[src/rtl/fpu_sched_pkg.sv]
// Shared types and constants for the FP issue scheduling slice.
package fpu_sched_pkg;

    localparam int unsigned NREQ_MAX    = 8;
    localparam int unsigned FPU_NEG_LAT = 1;

    typedef logic [$clog2(NREQ_MAX)-1:0] req_id_t;

    typedef struct packed {
        logic    vld;
        req_id_t id;
    } tag_t;

endpackage

[src/rtl/rr_arbiter.sv]
// Combinational round-robin arbiter: first requester at or after ptr (mod NREQ) wins.
module rr_arbiter
    import fpu_sched_pkg::*;
#(
    parameter int unsigned NREQ = 2
) (
    input  logic [NREQ-1:0] req,
    input  req_id_t         ptr,
    output logic [NREQ-1:0] grant,
    output req_id_t         winner,
    output logic            found
);

    always_comb begin
        grant  = '0;
        winner = '0;
        found  = 1'b0;
        for (int unsigned k = 0; k < NREQ; k++) begin
            int unsigned idx;
            idx = (32'(ptr) + k) % NREQ;
            if (!found && req[idx]) begin
                found      = 1'b1;
                grant[idx] = 1'b1;
                winner     = req_id_t'(idx);
            end
        end
    end

endmodule

[src/rtl/fpu_share_arb.sv]
// Shares one fixed-latency pipelined FPU unit between NREQ requesters,
// tagging each issue and routing results back to their owner.
module fpu_share_arb
    import fpu_sched_pkg::*;
#(
    parameter int unsigned NREQ = 2,
    parameter int unsigned W    = 32,
    parameter int unsigned LAT  = FPU_NEG_LAT
) (
    input  logic            aclk,
    input  logic            aresetn,
    input  logic [NREQ-1:0] req_valid,
    input  logic [NREQ*W-1:0] req_data,
    output logic [NREQ-1:0] req_ready,
    input  logic            hold,
    output logic [W-1:0]    fu_a_data,
    output logic            fu_a_valid,
    input  logic [W-1:0]    fu_c_data,
    input  logic            fu_c_valid,
    output logic [NREQ-1:0] rsp_valid,
    output logic [W-1:0]    rsp_data,
    output logic            idle,
    output logic            err
);

    req_id_t         rr_ptr;
    req_id_t         win_id;
    req_id_t         fu_a_id;
    logic [NREQ-1:0] grant;
    logic            any_req;
    logic            transfer;
    logic [W-1:0]    win_data;
    tag_t            tag_pipe [LAT];
    tag_t            exp_tag;
    logic            tags_busy;
    logic            ret_ok;
    logic [NREQ-1:0] rsp_onehot;

    rr_arbiter #(.NREQ(NREQ)) u_arb (
        .req    (req_valid),
        .ptr    (rr_ptr),
        .grant  (grant),
        .winner (win_id),
        .found  (any_req)
    );

    assign transfer  = any_req & ~hold & aresetn;
    assign req_ready = transfer ? grant : '0;

    always_comb begin
        win_data = '0;
        for (int unsigned i = 0; i < NREQ; i++) begin
            if (grant[i]) win_data = req_data[i*W +: W];
        end
    end

    always_ff @(posedge aclk or negedge aresetn) begin
        if (!aresetn) begin
            rr_ptr     <= '0;
            fu_a_valid <= 1'b0;
            fu_a_data  <= '0;
            fu_a_id    <= '0;
        end else begin
            fu_a_valid <= transfer;
            if (transfer) begin
                rr_ptr    <= (32'(win_id) == NREQ - 1) ? '0 : win_id + 1'b1;
                fu_a_data <= win_data;
                fu_a_id   <= win_id;
            end
        end
    end

    // The unit cannot stall, so the tag pipe shifts unconditionally.
    always_ff @(posedge aclk or negedge aresetn) begin
        if (!aresetn) begin
            for (int unsigned k = 0; k < LAT; k++) tag_pipe[k] <= '0;
        end else begin
            tag_pipe[0] <= tag_t'{vld: fu_a_valid, id: fu_a_id};
            for (int unsigned k = 1; k < LAT; k++) tag_pipe[k] <= tag_pipe[k-1];
        end
    end

    assign exp_tag = tag_pipe[LAT-1];
    assign ret_ok  = fu_c_valid & exp_tag.vld;

    always_comb begin
        tags_busy = 1'b0;
        for (int unsigned k = 0; k < LAT; k++) tags_busy = tags_busy | tag_pipe[k].vld;
    end

    always_comb begin
        rsp_onehot = '0;
        for (int unsigned i = 0; i < NREQ; i++) begin
            rsp_onehot[i] = (exp_tag.id == req_id_t'(i));
        end
    end

    always_ff @(posedge aclk or negedge aresetn) begin
        if (!aresetn) begin
            rsp_valid <= '0;
            rsp_data  <= '0;
            err       <= 1'b0;
        end else begin
            rsp_valid <= ret_ok ? rsp_onehot : '0;
            if (ret_ok) rsp_data <= fu_c_data;
            err <= err | (fu_c_valid ^ exp_tag.vld);
        end
    end

    assign idle = ~fu_a_valid & ~tags_busy & ~|rsp_valid;

endmodule

[config.mk]
export PLATFORM = sky130hd
export DESIGN_NAME = fpu_share_arb
export DESIGN_NICKNAME = d
export VERILOG_FILES = /design/src/rtl/fpu_sched_pkg.sv /design/src/rtl/rr_arbiter.sv /design/src/rtl/fpu_share_arb.sv
export SDC_FILE = /design/constraint.sdc
export NUM_CORES = 1
export LEC_CHECK = 0
export ABC_AREA = 1
export CORE_AREA = 2 2 92 94
export CTS_CLUSTER_DIAMETER = 100
export DETAILED_ROUTE_END_ITERATION = 12
export DIE_AREA = 0 0 94 96
export PLACE_DENSITY = 0.8
export SLEW_MARGIN = 20
export SYNTH_ARGS = -nofsm -noshare
export SYNTH_HDL_FRONTEND = slang
export SYNTH_SLANG_ARGS = --single-unit
[constraint.sdc]
create_clock -name aclk -period 2.17 [get_ports aclk]
set_input_delay 0.434 -clock aclk [delete_from_list [all_inputs] [get_ports aclk]]
set_output_delay 0.434 -clock aclk [all_outputs]
set_load 0.01 [all_outputs]
Word-level counts from Yosys, hierarchy flattened
Cells that the tools add are included.
{"block": "word_totals", "register_bits": 76}
{"block": "classes", "n_eq_ne": 2, "n_mux": 19, "bitwise": 11, "addsub": 2, "reduce_logical": 7, "order_cmp": 4}
{"op": "32-bit two-way mux", "n": 2}
{"op": "1-bit two-way mux", "n": 11}
{"op": "2-bit two-way mux", "n": 4}
{"op": "3-bit by 1-bit == test with 1-bit output (second input constant)", "n": 2}
{"op": "1-bit bitwise AND", "n": 5}
{"op": "1-bit by 2-bit < comparator with 1-bit output (second input constant)", "n": 2}
{"op": "1-bit logical AND", "n": 3}
{"op": "3-bit logical NOT", "n": 1}
{"op": "1-bit inverter", "n": 3}
{"op": "1-bit adder (second input constant)", "n": 2}
{"op": "1-bit demux with 1-bit select", "n": 2}
{"op": "1-bit greater-or-equal comparator (second input constant)", "n": 2}
{"op": "1-bit logical NOT", "n": 2}
{"op": "2-bit OR", "n": 1}
{"op": "2-bit OR reduction", "n": 1}
{"op": "1-bit OR", "n": 1}
{"op": "1-bit bitwise XOR", "n": 1}

Longest topological paths before layout
Gate-level depths: netlist of the first run.
{"block": "logic_depth", "depth_word": 9, "ltp_mapped": 7, "mapped_depth_nobuf": 6}

Modules after synthesis
Synthesis of the first run repeated with hierarchy kept, for this count alone.
{"block": "unflattened", "cells_unflattened": 447, "hier_area_um2": 3519.6}
{"mod": "fpu_share_arb", "n_inst": 1, "cells_per_inst": 430, "area_per_inst_um2": 3445.8, "seq_area_each_um2": 1951.9}
{"mod": "rr_arbiter", "n_inst": 1, "cells_per_inst": 17, "area_per_inst_um2": 73.8, "seq_area_each_um2": 0.0}

Least setup slack after synthesis of the first run
OpenSTA, ideal clock, no wires.
{"block": "synth_timing", "path_type": "in2out", "from": "input port req_valid[1]", "to": "output port req_ready[1]", "n_path_buf": 2, "t_arrival_ns": 1.098, "cell_stages": 4, "path_slack_ns": 0.638, "cell_sequence": "buf_4 -> clkbuf_1 -> nand4_1 -> inv_1"}
{"block": "synth_via", "elab_chain_cells": 9, "word_cells_on_any_way": 14}
{"element": "start, declared", "line_no": "fpu_share_arb.sv:12", "rtl": "input logic [NREQ-1:0] req_valid,"}
{"element": "1-bit two-way mux (implied by the code) (2 in series)", "line_no": "rr_arbiter.sv:21", "rtl": "if (!found && req[idx]) begin"}
{"element": "1-bit two-way mux", "line_no": "rr_arbiter.sv:21"}
{"element": "1-bit logical NOT", "line_no": "rr_arbiter.sv:21"}
{"element": "1-bit logical AND", "line_no": "rr_arbiter.sv:21"}
{"element": "1-bit two-way mux", "line_no": "rr_arbiter.sv:21"}
{"element": "1-bit bitwise AND (2 in series)", "line_no": "fpu_share_arb.sv:47", "rtl": "assign transfer = any_req & ~hold & aresetn;"}
{"element": "2-bit two-way mux *", "line_no": "fpu_share_arb.sv:48", "rtl": "assign req_ready = transfer ? grant : '0;"}
{"element": "end, declared", "line_no": "fpu_share_arb.sv:14", "rtl": "output logic [NREQ-1:0] req_ready,"}
Every way passes the cells marked *; elsewhere a longest branch is shown, timed or not. The select of a mux whose other input is x is not followed.

Worst setup path in the final report of the first run
Same ends and word-level chain as after synthesis.

==> flow_summary.ini, run 1 <==
[cts]
cts_setup_buffers = 0
cts_max_level = 3
cts_hold_buf = 0
clockBufferDepth = 2
cts_root_buf = clkbuf_8
clkSlewWorstSetupHoldPaths_ns = 0.07
cts.sinks = 72
cts_buffers = 9
cts_tree = built
clock_latency_ns = 0.34

[sta]
tightest_slew_ns = 0.6892
finalCritPeriodShare = 0.9251
layout_setup_ws_ns = 0.1626
slew_headroom = 0.5405
fin_crit_ns = 2.007
setup_viol = 0
hold_viol = 0
fin_worst_skew_ns = 0.003042
maxSlewViolCount = 0
max_freq_mhz = 498.2
fin_setup_tns_ns = 0
grt_setup_unrepaired = no

[yosys]
synthTopCellsByArea = dfrtp_1 (55%), nand2_1 (27%), nand3_1 (9.8%), buf_2 (1.5%), buf_4 (1.4%)
syn_area_um2 = 3256
synth_top_cell_area_share = 0.5534
synth_warnings = 0
synth_area_per_cell_um2 = 7.921
ys_seq_elements = 72
syn_nets = 514
synth_top_cell_by_area = dfrtp_1
ys_types = 18
synthCells = 411
ys_seq_area_frac = 0.5534

[global_routing]
globalRouteMet3Util = 0.05168
grt_pass1_wl_um = 14430
grt_usage = 0.2071
grt_max_degree = 58
antenna_found_initial = 0
grt_pass1_vias = 3041
grt.busiest_layer = met2
use_met2 = 0.3732
grtUsageMet1 = 0.2415
grt_overflow_total = 0

[setup_path]
cp-start-kind = input pin
end_kind = output port
crit_required_ns = 1.74
cp_max_fo = 2
criticalPathCategory = input pin to output port
cp_data_arrival_time_ns = 1.57
reg2reg_setup_slack_ns = 0.89

[floorplan]
die_x_um = 94
row_count = 33
ios = 173
initial_core_util = 0.4044
die-area_um2 = 9024
coreArea_um2 = 8051
die_y_um = 96

[routing]
via_per_inst = 4.776
drc = 0
drt_pass1_iterations = 4
drt_iter0_drc = 79
drt-total-wl_um = 9414
vias = 3305
wl_per_cell_um = 13.60
detail-route-antenna-nets = 0

[worst_hold_path]
worst_hold_path_type = input pin to asynchronous set/reset pin

[place]
dp_hpwl_um = 6927
gp_congestion = 0.7827
portBuffers = 172
postPlaceCellArea_um2 = 5072
preCtsSetupSlack_ns = -0.1789

[power_and_ir_drop]
p_int_mw = 2.732
p_switching_mw = 1.099
p_clk_frac = 0.257
combPwrFrac = 0.304
pwr-share-seq = 0.439
leakagePower_nw = 2.647
ir_worst_vdd_uv = 294.5
p_sw_frac = 0.2870
power.density_nw_per_um2 = 727.8

[layout]
final_cell_mix = nand2_1 (232), clkdlybuf4s50_1 (167), dfrtp_1 (72)
n_antenna_cell = 0
syn2layout_area_growth_pct = 61.68
layout_commonest_cell = nand2_1
finalNetCount = 685
nFillCells = 673
final_cell_area_um2 = 5264
post-route-util = 0.6538
layout-drive-gt1-share = 0.06474

[job]
drv_cap = 0

[run_status]
status = completed
## worst max-delay path, stage by stage
cell	delay, ns
clkdlybuf4s50_1	0.52
nor2_4	0.07
nor2_2	0.09
nand4_1	0.12
inv_1	0.08
dlygate4sd2_1	0.26
## power groups by stage
stage | combinational (mW) | sequential [mW] | clock (mW)
finish | 1.17 | 1.68 | 0.984
CTS | 1.18 | 1.68 | 1.01
detailed placement | 1.18 | 1.70 | 0
global route | 1.27 | 1.71 | 1.07
global placement | 1.16 | 1.70 | 0
floorplan | 0.334 | 1.80 | 0
## area by class of cell
cell class                      instances  area [um^2]  area share
Clock buffer                           12        165.2     0.03138
Timing Repair Buffer                  187         1843      0.3501
Clock inverter                          4        27.53    0.005229
Inverter                                6        22.52    0.004279
Tap cell                              105        131.4     0.02496
Multi-Input combinational cell        306         1272      0.2417
Sequential cell                        72         1802      0.3423
## per-stage QoR
stage / power, mW / std cells / hold WS (ns)
6_report: 3.831 / 692 / 0.07144
5_1_grt: 4.052 / 692 / 0.07676
4_1_cts: 3.871 / 692 / 0.06639
3_5_place_dp: 2.881 / 676 / 0.3660
3_3_place_gp: 2.856 / 676 / 0.3626
2_1_floorplan: 2.135 / 411 / 0.1384
## state kept, by name (all words and copies together), names as in the netlist
register    flops
err             1
exp_tag         1
fu_a_data      32
fu_a_id         1
fu_a_valid      1
rr_ptr          1
rsp_data       32
rsp_valid       2
tags_busy       1
## Yosys cell counts, drive strengths merged
master and count:
nand2 234, dfrtp 72, nand3 64, buf 21, clkbuf 6, inv 6
nor2 3, ha 1, nand4 1, nor3 1, nor4 1, or2 1
## metal layers
metal,share of wire,vias to the layer above
met2,0.50,131
met5,0,-
met4,0.015,0
met3,0.067,16
met1,0.42,1537
li1,-,1621
## cell families (layout without fill, tap and decap cells)
| family | after synthesis | in the layout | share of synthesized area |
|---|---|---|---|
| adders and majority gates | 1 | 1 | 0.003843 |
| buffers and inverters | 33 | 209 | 0.05573 |
| DFF | 72 | 72 | 0.5534 |
| and+or+nand+nor | 305 | 305 | 0.3870 |
## what timing repair did
action	in CTS	in global routing
resized for setup	3	1
pin swaps	0	0
hold endpoints to repair	0	0
gates cloned	0	0
setup endpoints to repair	2	1
## path summary, 6_finish.rpt
path,startpoint,end,cells after the start
worst min register to register,fu_a_id[0],exp_tag[0],0
worst max register to register,tags_busy,rsp_data[27],5
max in group asynchronous,aresetn,fu_a_data[16],2
min in group aclk,fu_a_id[0],exp_tag[0],0
worst min-delay path,aresetn,fu_a_data[24],2
worst max-delay path,req_valid[1],req_ready[1],6
(Power assumes the default switching activity.)
==> run 2: changes to the inputs <==
CELL_PAD_IN_SITES_DETAIL_PLACEMENT = 1   (was unset)
CELL_PAD_IN_SITES_GLOBAL_PLACEMENT = 1   (was unset)
CORE_AREA = 2 2 109 111   (was 2 2 92 94)
DIE_AREA = 0 0 111 113   (was 0 0 94 96)
PLACE_DENSITY = 0.81   (was 0.8)
==> flow_summary.ini, run 2 (synthesis results as in run 1) <==
[worst_hold_path]
worst_hold_path_type = input pin to asynchronous set/reset pin

[layout]
nFillCells = 1325
syn2layout_area_growth_pct = 67.76
instances_no_fill = 731
seq_area_um2 = 1802
layout_commonest_cell = nand2_1
largest_registers = fu_a_data (32), rsp_data (32), rsp_valid (2)
n_antenna_cell = 0
final_cell_mix = nand2_1 (232), clkdlybuf4s50_1 (168), dfrtp_1 (72)
multi_input_area_um2 = 1272
finalNetCount = 687
post-route-util = 0.4845
layout-drive-gt1-share = 0.06633

[power_and_ir_drop]
power.density_nw_per_um2 = 816.0
ir_worst_vdd_uv = 345.6
finalPower_mw = 4.457
leakagePower_nw = 2.716

[sta]
finalCritPeriodShare = 0.9713
maxSlewViolCount = 0
max_freq_mhz = 474.5
fin_setup_tns_ns = 0
layout_setup_ws_ns = 0.06233
slew_headroom = 0.5487
fin_crit_ns = 2.108
fin_worst_skew_ns = 0.002776
setup_viol = 0
hold_viol = 0
tightest_slew_ns = 0.6769
grt_setup_unrepaired = no

[global_routing]
grt_overflow_total = 0
grt_usage = 0.1830
grt_max_degree = 55
grt_pass1_wl_um = 18330
antenna_found_initial = 0
grt_pass1_vias = 3646

[cts]
cts_hold_buf = 0
cts_root_buf = clkbuf_16
clock_latency_ns = 0.32
cts_buffers = 9
cts_tree = built
clkSlewWorstSetupHoldPaths_ns = 0.05
clockBufferDepth = 2
cts.sinks = 72
cts_max_level = 3

[floorplan]
die_x_um = 111
die_y_um = 113
coreArea_um2 = 11270
row_count = 39
ios = 173
die-area_um2 = 12540
initial_core_util = 0.2888

[setup_path]
reg2reg_setup_slack_ns = 0.91
cp-start-kind = input pin
cp_data_arrival_time_ns = 1.67
end_kind = output port
r2r_cells = 5
cp_max_fo = 3
criticalPathCategory = input pin to output port
crit_required_ns = 1.74

[routing]
drt_iter0_drc = 181
drt-total-wl_um = 11200
via_per_inst = 4.624
wl_per_cell_um = 15.32
detail-route-antenna-nets = 0
drc = 0
drt_pass1_iterations = 4
vias = 3380

[place]
dp.cells = 716
dp_hpwl_um = 8451
gp_congestion = 0.7843
portBuffers = 172
preCtsSetupSlack_ns = -0.2417

[job]
drv_cap = 0

[run_status]
status = completed
-- run 2: worst paths after layout --
check / from / endpoint
max in group asynchronous: aresetn / rsp_data[7]
min in group aclk: fu_a_id[0] / exp_tag[0]
hold reg to reg: fu_a_id[0] / exp_tag[0]
setup reg to reg: tags_busy / rsp_data[27]
setup / recovery: req_valid[1] / req_ready[1]
hold / removal: aresetn / fu_a_data[2]
-- run 2: per-layer routing --
| metal | up-vias | part of all wire | global-route usage |
|---|---|---|---|
| li1 | 1627 | - | - |
| met1 | 1621 | 0.42 | 0.2172 |
| met2 | 117 | 0.51 | 0.3280 |
| met3 | 15 | 0.052 | 0.04231 |
| met4 | 0 | 0.013 | 0.06167 |
| met5 | - | 0 | 0 |
-- run 2: per-stage QoR --
| step | cell area (um^2) | hold slack [ns] |
|---|---|---|
| after detailed placement | 5147 | 0.3715 |
| after global placement | 5147 | 0.3645 |
| final | 5461 | 0.1154 |
| after CTS | 5465 | 0.1141 |
| after global routing | 5461 | 0.1278 |
| after floorplan | 3256 | 0.1384 |
-- run 2: area by class of cell --
cell class,count,area share
timing repair buffer,189,0.3414
sequential,72,0.3299
multi-input combinational,306,0.2330
clock buffer,12,0.04696
tap,143,0.03276
clock inverter,3,0.01191
inverter,6,0.004124
-- run 2: critical path: stages --
cell and delay [ns]:
dlygate4sd2_1 0.29, nor2_4 0.08, nor2_2 0.14, nand4_1 0.12, inv_1 0.08, clkdlybuf4s50_1 0.53
-- run 2: where the power goes --
part           total, mW  internal (mW)  switching (mW)
registers           1.69           1.57           0.127
logic               1.20          0.670           0.525
clock network       1.57           1.06           0.508
-- run 2: timing repair --
action                     4_1_cts  5_1_grt
setup endpoints to repair        2        2
gates resized for setup          3        2
buffers inserted                 0        0
cloned                           0        0
hold endpoints to repair         0        0
==> run 3: changes to the inputs <==
PLACE_DENSITY = 0.89   (was 0.81)
==> flow_summary.ini, run 3 (synthesis results as in run 1) <==
[setup_path]
end_kind = output port
cp_data_arrival_time_ns = 1.62
criticalPathCategory = input pin to output port
cp-start-kind = input pin
crit_required_ns = 1.74
slowest_delay_ns = 0.53
critPathSlowestCell = clkdlybuf4s50_1
crit_chain = dlygate4sd2_1, nor2_2, nand4_1, inv_1, clkdlybuf4s50_1
cp_max_fo = 2

[routing]
drc = 0
wl_per_cell_um = 15.52
via_per_inst = 4.668
drt_pass1_iterations = 4
drt_iter0_drc = 154
detail-route-antenna-nets = 0
vias = 3431
drt-total-wl_um = 11410

[floorplan]
die_y_um = 113
die-area_um2 = 12540
die_x_um = 111
row_count = 39
ios = 173
coreArea_um2 = 11270
initial_core_util = 0.2888

[layout]
layout-drive-gt1-share = 0.07432
layout_commonest_cell = nand2_1
finalNetCount = 690
largest_registers = fu_a_data (32), rsp_data (32), rsp_valid (2)
syn2layout_area_growth_pct = 66.64
n_antenna_cell = 0
post-route-util = 0.4813
final_cell_area_um2 = 5425
nFillCells = 1354
final_cell_mix = nand2_1 (232), clkdlybuf4s50_1 (167), dfrtp_1 (72)

[power_and_ir_drop]
power.density_nw_per_um2 = 786.0
leakagePower_nw = 2.716
ir_worst_vdd_uv = 308.5
finalPower_mw = 4.264

[sta]
max_freq_mhz = 488.0
slew_headroom = 0.6220
grt_setup_unrepaired = no
hold_viol = 0
fin_worst_skew_ns = 0.004612
setup_viol = 0
fin_crit_ns = 2.049
tightest_slew_ns = 0.5670
maxSlewViolCount = 0
finalCritPeriodShare = 0.9443

[place]
postPlaceCellArea_um2 = 5145
gp_congestion = 0.7904
dp_hpwl_um = 8815
portBuffers = 172

[cts]
cts_tree = built
cts.sinks = 72
cts_buffers = 9
cts_hold_buf = 0
clkSlewWorstSetupHoldPaths_ns = 0.06
cts_root_buf = clkbuf_16
cts_max_level = 3
clockBufferDepth = 2
clock_latency_ns = 0.33

[global_routing]
grt_pass1_vias = 3794
grt_overflow_total = 0
antenna_found_initial = 0
grt_pass1_wl_um = 19010
grt_usage = 0.1885
grt_max_degree = 45

[run_status]
status = completed

[job]
drv_cap = 0

[worst_hold_path]
worst_hold_path_type = input pin to asynchronous set/reset pin
-- run 3: layout make-up --
type | instances | area (um^2) | area share
inverter | 6 | 22.52 | 0.004151
sequential | 72 | 1802 | 0.3321
clock inverter | 5 | 31.28 | 0.005766
clock buffer | 11 | 252.7 | 0.04659
multi-input combinational | 306 | 1272 | 0.2345
tap | 143 | 178.9 | 0.03298
timing repair buffer | 192 | 1866 | 0.3439
-- run 3: timing repair --
| item | in CTS | in global routing |
|---|---|---|
| setup buffers | 0 | 0 |
| gates resized for setup | 4 | 3 |
| pin swaps | 0 | 1 |
| endpoints found under the setup margin | 2 | 2 |
-- run 3: path summary, 6_finish.rpt --
path	endpoint	startpoint	cells past startpoint	slack, ns
worst max-delay path	req_ready[1]	hold	5	0.12
worst min-delay path	fu_a_data[2]	aresetn	2	0.05
worst max register to register	rsp_data[24]	tags_busy	5	0.84
worst min register to register	exp_tag[0]	fu_a_id[0]	0	0.39
max in group asynchronous	rsp_data[20]	aresetn	3	1.17
min in group aclk	exp_tag[0]	fu_a_id[0]	0	0.39
-- run 3: worst max-delay path, delay by kind of cell --
| kind | cells | cell delay, ns |
|---|---|---|
| buffers and inverters | 3 | 0.90 |
| and+or+nand+nor | 2 | 0.28 |
-- run 3: per-stage QoR --
| step | cells | TNS [ns] | hold slack, ns | setup WS, ns |
|---|---|---|---|---|
| finish | 735 | 0 | 0.05233 | 0.1209 |
| global route | 735 | 0 | 0.05420 | 0.004501 |
| CTS | 735 | 0 | 0.04831 | 0.02713 |
| detailed placement | 719 | -0.5211 | 0.3835 | -0.2741 |
| global placement | 719 | -0.2545 | 0.3813 | -0.1321 |
| floorplan | 411 | 0 | 0.1384 | 0.6380 |
-- run 3: power by group --
group	leakage (nW)	total, mW	internal (mW)	switching [mW]
Combinational	1.66	1.19	0.669	0.524
Clock	0.141	1.37	0.831	0.542
Sequential	0.911	1.70	1.57	0.133
-- run 3: per-layer routing --
layer	global-route usage	share of wire	vias to the layer above
met1	0.2244	0.42	1672
met2	0.3440	0.53	114
met3	0.03696	0.046	14
met4	0.06000	0.012	0
met5	0	0	-
li1	-	-	1631
